### src/rtl/regfile_wb_arbiter.sv
// Writeback arbiter in front of the register file's single write port.
// Merges in-order pipeline writebacks with queued mult/div completions.
//
// Ports:
//   clock, ctrl_reset_n          clock, async active-low reset
//   pipe_we/rd/data/exc/exc_code pipeline W-stage write (never refused)
//   pipe_stall                   ask upstream for an empty W slot
//   md_valid/ready/rd/data/...   mult/div result handshake into the FIFO
//   md_pending_mask              one bit per register with a queued write
//   wb_waw_err                   sticky: a queued write was overtaken
//   ctrl_writeEnable/writeReg,
//   data_writeReg                registered regfile write controls
module regfile_wb_arbiter #(
    parameter int         MD_DEPTH   = 4,
    parameter int         STARVE_LIM = 8,
    parameter logic [4:0] STATUS_REG = 5'd30
) (
    input  logic        clock,
    input  logic        ctrl_reset_n,
    input  logic        pipe_we,
    input  logic [4:0]  pipe_rd,
    input  logic [31:0] pipe_data,
    input  logic        pipe_exc,
    input  logic [31:0] pipe_exc_code,
    output logic        pipe_stall,
    input  logic        md_valid,
    output logic        md_ready,
    input  logic [4:0]  md_rd,
    input  logic [31:0] md_data,
    input  logic        md_exc,
    input  logic [31:0] md_exc_code,
    output logic [31:0] md_pending_mask,
    output logic        wb_waw_err,
    output logic        ctrl_writeEnable,
    output logic [4:0]  ctrl_writeReg,
    output logic [31:0] data_writeReg
);

    localparam int PW = $clog2(MD_DEPTH);
    localparam int CW = PW + 1;
    localparam int SW = $clog2(STARVE_LIM + 1);

    logic [4:0]          q_rd   [MD_DEPTH];
    logic [31:0]         q_data [MD_DEPTH];
    logic [MD_DEPTH-1:0] q_vld, vld_n, kill_vec;
    logic [PW-1:0]       rd_ptr, wr_ptr;
    logic [CW-1:0]       count;
    logic [SW-1:0]       starve, starve_n;

    logic [4:0]  pipe_dest, md_dest, wr_reg_n;
    logic [31:0] pipe_wdata, md_wdata, wr_data_n;
    logic        pipe_live, md_acc, md_kill, push;
    logic        not_empty, head_vld, pop, pop_md, wr_en_n;

    assign pipe_dest  = pipe_exc ? STATUS_REG : pipe_rd;
    assign pipe_wdata = pipe_exc ? pipe_exc_code : pipe_data;
    assign md_dest    = md_exc ? STATUS_REG : md_rd;
    assign md_wdata   = md_exc ? md_exc_code : md_data;

    assign pipe_live = pipe_we && (pipe_dest != 5'd0);
    assign md_ready  = count < CW'(MD_DEPTH);
    assign md_acc    = md_valid && md_ready;
    // An incoming result already overtaken by this cycle's pipeline
    // write is dropped rather than queued as a dead entry.
    assign md_kill   = md_acc && pipe_live && (md_dest == pipe_dest);
    assign push      = md_acc && (md_dest != 5'd0) && !md_kill;

    assign not_empty = count != '0;
    assign head_vld  = not_empty && q_vld[rd_ptr];
    assign pop_md    = head_vld && !pipe_live;
    // Dead heads need no write slot, so they drain even under a live pipe.
    assign pop       = pop_md || (not_empty && !q_vld[rd_ptr]);

    always_comb begin
        kill_vec        = '0;
        md_pending_mask = '0;
        for (int i = 0; i < MD_DEPTH; i++) begin
            if (q_vld[i]) begin
                md_pending_mask[q_rd[i]] = 1'b1;
                if (pipe_live && (q_rd[i] == pipe_dest))
                    kill_vec[i] = 1'b1;
            end
        end
    end

    always_comb begin
        vld_n = q_vld & ~kill_vec;
        if (pop)
            vld_n[rd_ptr] = 1'b0;
        if (push)
            vld_n[wr_ptr] = 1'b1;
    end

    always_comb begin
        starve_n = starve;
        if (!not_empty || pop)
            starve_n = '0;
        else if (starve != SW'(STARVE_LIM))
            starve_n = starve + SW'(1);
    end

    always_comb begin
        wr_en_n   = 1'b0;
        wr_reg_n  = ctrl_writeReg;
        wr_data_n = data_writeReg;
        unique case (1'b1)
            pipe_live: begin
                wr_en_n   = 1'b1;
                wr_reg_n  = pipe_dest;
                wr_data_n = pipe_wdata;
            end
            pop_md: begin
                wr_en_n   = 1'b1;
                wr_reg_n  = q_rd[rd_ptr];
                wr_data_n = q_data[rd_ptr];
            end
            default: ;
        endcase
    end

    always_ff @(posedge clock) begin
        if (push) begin
            q_rd[wr_ptr]   <= md_dest;
            q_data[wr_ptr] <= md_wdata;
        end
    end

    always_ff @(posedge clock or negedge ctrl_reset_n) begin
        if (!ctrl_reset_n) begin
            q_vld            <= '0;
            rd_ptr           <= '0;
            wr_ptr           <= '0;
            count            <= '0;
            starve           <= '0;
            pipe_stall       <= 1'b0;
            wb_waw_err       <= 1'b0;
            ctrl_writeEnable <= 1'b0;
            ctrl_writeReg    <= '0;
            data_writeReg    <= '0;
        end else begin
            q_vld            <= vld_n;
            rd_ptr           <= rd_ptr + PW'(pop);
            wr_ptr           <= wr_ptr + PW'(push);
            count            <= count + CW'(push) - CW'(pop);
            starve           <= starve_n;
            pipe_stall       <= starve_n == SW'(STARVE_LIM);
            wb_waw_err       <= wb_waw_err | md_kill | (|kill_vec);
            ctrl_writeEnable <= wr_en_n;
            ctrl_writeReg    <= wr_reg_n;
            data_writeReg    <= wr_data_n;
        end
    end

endmodule
### config.mk
export PLATFORM = sky130hd
export DESIGN_NAME = regfile_wb_arbiter
export DESIGN_NICKNAME = d
export VERILOG_FILES = /design/src/rtl/regfile_wb_arbiter.sv
export SDC_FILE = /design/constraint.sdc
export NUM_CORES = 1
export LEC_CHECK = 0
export CORE_AREA = 10 10 162 164
export CTS_CLUSTER_SIZE = 8
export DETAILED_ROUTE_END_ITERATION = 8
export DIE_AREA = 0 0 172 174
export PLACE_DENSITY = 0.71
export RECOVER_POWER = 50
export SLEW_MARGIN = 20
export SYNTH_ARGS = -nofsm -noshare
export SYNTH_HDL_FRONTEND = slang
export SYNTH_SLANG_ARGS = --single-unit
### constraint.sdc
create_clock -name clock -period 4.1 [get_ports clock]
set_clock_uncertainty 0.1 [all_clocks]
set_input_delay 0.82 -clock clock [delete_from_list [all_inputs] [get_ports clock]]
set_output_delay 0.82 -clock clock [all_outputs]
set_load 0.02 [all_outputs]
==> impl_results.md <==
- Synth cell types: 55
- Number of nets in the layout: 1139
- CTS tree: built
- Post-synthesis cell area: 0.0101 mm²
- Share of the synthesized area in the top cell type: 43.8%
- CP Data Required Time: 4.45 ns
- Data arrival time of the worst path: 4.01 ns
- YS warnings: 0
- Total vias in the final route: 7732
- Flop and latch count out of synthesis: 203
- Gr usage total: 19.0%
- CTS hold repair buffers: 0
- Dpl cell area: 0.0127 mm²
- Die Y: 174 µm
- Number of global-route vias before repair: 7837
- Synth area leader: edfxtp_1
- CP dominant cell by count: xnor2_1
- EDFF count, synth: 148
- Max_slew headroom: -19.3%
- H-tree Lvls: 1
- Crit start category: input pin
- Setup tns final: 0 ns
- Commonest cells in the synthesized netlist: edfxtp_1, nand2_1, dfrtp_1
- Die Width: 172 µm
- Failing checks: capacitance limit, slew limit
- Num ports: 217
- Sequential area share after synthesis: 57.3%
- Critical path endpoint category: flop
- Antenna Nets Post-Route: 0
- GR Overflow Total: 0
- Syn Nets: 935
- Worst skew pair latency: 0.53 ns
- Row count: 56
- Finished Cell Area: 0.0135 mm²
- Port-buffer cells: 216
- Layout cells sized above 1: 10.9%
- Lkg Pwr: 4.63 nW
- Routed WL per cell: 22.7 µm
- Dpl ws: 0.311 ns
- Antenna violations before repair: 1
- Initial DRT Pass Iterations: 5
- Fin worst setup slack: 0.440 ns
- RSZ-0062 raised after global routing: no
- Area delta synth->final: 32.8%
- Post-CTS setup buffers: 0
- Final WL: 29500 µm
- Clock transition at path regs: 0.05 ns
- Mapped Cells: 786
- Routed vias/inst: 5.93
- Util after Layout: 58.3%
- Avg Cell Area, Syn: 12.9 µm²
- Global-route wire length before repair: 45200 µm
- Critical Path, Cell by Cell: dlygate4sd3_1, or4_1, o31ai_4, nor3_2, a31oi_1, xor2_1, ha_1, inv_1, fa_1, xnor2_1, xnor2_1
- Max-slew violation count: 32
- Max cap viols: 2
- Peak VDD IR: 0.000342 V
- Worst Path Max Fanout: 6
- Residual DRC: 0
- Crit-path slowest cell: dlygate4sd3_1
- Status: finished, violations left
- Clk sinks: 203
- CTS buffer count: 29
- Period minus WS final: 3.66 ns
- Largest net degree at the start of global routing: 71
- Die Outline Area: 0.0299 mm²
- RD Place Congestion: 0.919
- Initial Util: 43.9%
- Critical Setup Path Class: input pin to flop
- PD cells: 589 mW/mm²
- DPL Wire Length: 20000 µm
- Setup Viol. Count Final: 0
- Worst slew pin tran: 1.79 ns
- Final hold viol count: 0
- Ys async rst share: 27.1%
- Max stage delay on crit path: 0.67 ns
- Main synth FF type: edfxtp_1
- Clock root buffer: clkbuf_16
- Core area: 0.0231 mm²
- Count leader, synth: edfxtp_1
- Starting DRT DRC Count: 917
- N_diodes: 0
- Worst Hold Class: flop to flop
- Synth area leaders: edfxtp_1, dfrtp_1, mux4_2
- Post-cts gate resize count: 0
- R2r setup slk: 1.60 ns
- Fmax: 0.273 GHz
- Clock buffer depth: 3
- Period Utilization, post-route: 89.3%
-- registers in the layout, summed over array words and instances (netlist names) --
name / cells
count: 3
ctrl_writeEnable: 1
ctrl_writeReg: 5
data_writeReg: 32
pipe_stall: 1
q_data: 128
q_rd: 20
q_vld: 4
rd_ptr: 2
starve: 4
wb_waw_err: 1
wr_ptr: 2
-- metal layers --
layer	vias up	GRT usage [%]	wire length [µm]
li1	3504	-	-
met1	3818	25.0	12500
met2	367	31.7	14200
met3	41	4.49	2480
met4	2	3.34	354
met5	-	0	13
-- layout by cell type (no fill, tap or decap), types with 7 or more instances in the layout --
cell type        netlist  routed
clkdlybuf4s50_1        0     186
edfxtp_1             148     148
nand2_1               87      87
dfrtp_1               55      53
a31oi_1               43      44
mux4_2                38      38
nor2b_1               34      33
a211oi_1              33      33
mux2_1                 0      32
clkbuf_16              0      29
clkbuf_1              48      27
dlygate4sd3_1          0      27
a22oi_1               24      24
o221ai_1              24      24
nor2_1                22      21
buf_4                  0      17
xnor2_1               14      14
inv_1                 13      13
nand3_1               13      13
a21oi_1               10      10
xor2_1                 9       9
o21ai_0                9       9
and3_1                10       9
o22ai_1                9       9
nor3_1                 8       8
nand3b_1               8       8
a221o_1                8       8
nor4_1                 7       7
nor3b_1                7       7
-- worst paths after layout --
path                                endpoint  cells after the start    startpoint
max                                 count[2]                     11    pipe_rd[2]
min                                 count[2]                      1      count[2]
max reg2reg                         count[2]                      9      count[2]
min reg2reg                         count[2]                      1      count[2]
max in group asynchronous          rd_ptr[1]                      2  ctrl_reset_n
min in group asynchronous  data_writeReg[15]                      1  ctrl_reset_n
-- worst max-delay path: cells and delay by family --
| kind | cells | cell delay (ns) |
|---|---|---|
| fa+ha+maj | 2 | 0.53 |
| simple gates | 2 | 0.69 |
| xor+xnor | 3 | 0.51 |
| buf+inv | 2 | 0.72 |
| compound gates | 2 | 0.75 |
-- logic make-up after synthesis --
logic type | synth area share (%)
compound gates | 13.2
buf+inv | 3.09
mux | 12.5
xor+xnor | 1.98
simple gates | 11.2
fa+ha+maj | 0.690
flops | 57.3
-- through the flow --
step | total power (W) | hold WS (ns) | instances
after CTS | 0.00806 | 0.283 | 1303
final | 0.00794 | 0.398 | 1303
after global routing | 0.00833 | 0.441 | 1303
after floorplan | 0.00468 | 0.368 | 786
after detailed placement | 0.00583 | 0.393 | 1249
after global placement | 0.00579 | 0.387 | 1249
-- report_power, final --
part	total, W	switching, W	leakage, nW	internal [W]
Combinational	0.00280	0.00156	2.24	0.00124
Sequential	0.00295	0.000277	1.99	0.00267
Clock	0.00219	0.000810	0.403	0.00138
-- layout make-up --
class,instances,area [µm²]
Fill cell,1889,9640
Sequential cell,203,5820
Multi-Input combinational cell,503,4010
Timing Repair Buffer,240,2380
Clock buffer,52,812
Tap cell,290,363
Inverter,13,48.8
Clock inverter,2,38.8
No activity file was read; power rests on OpenSTA's default activity.
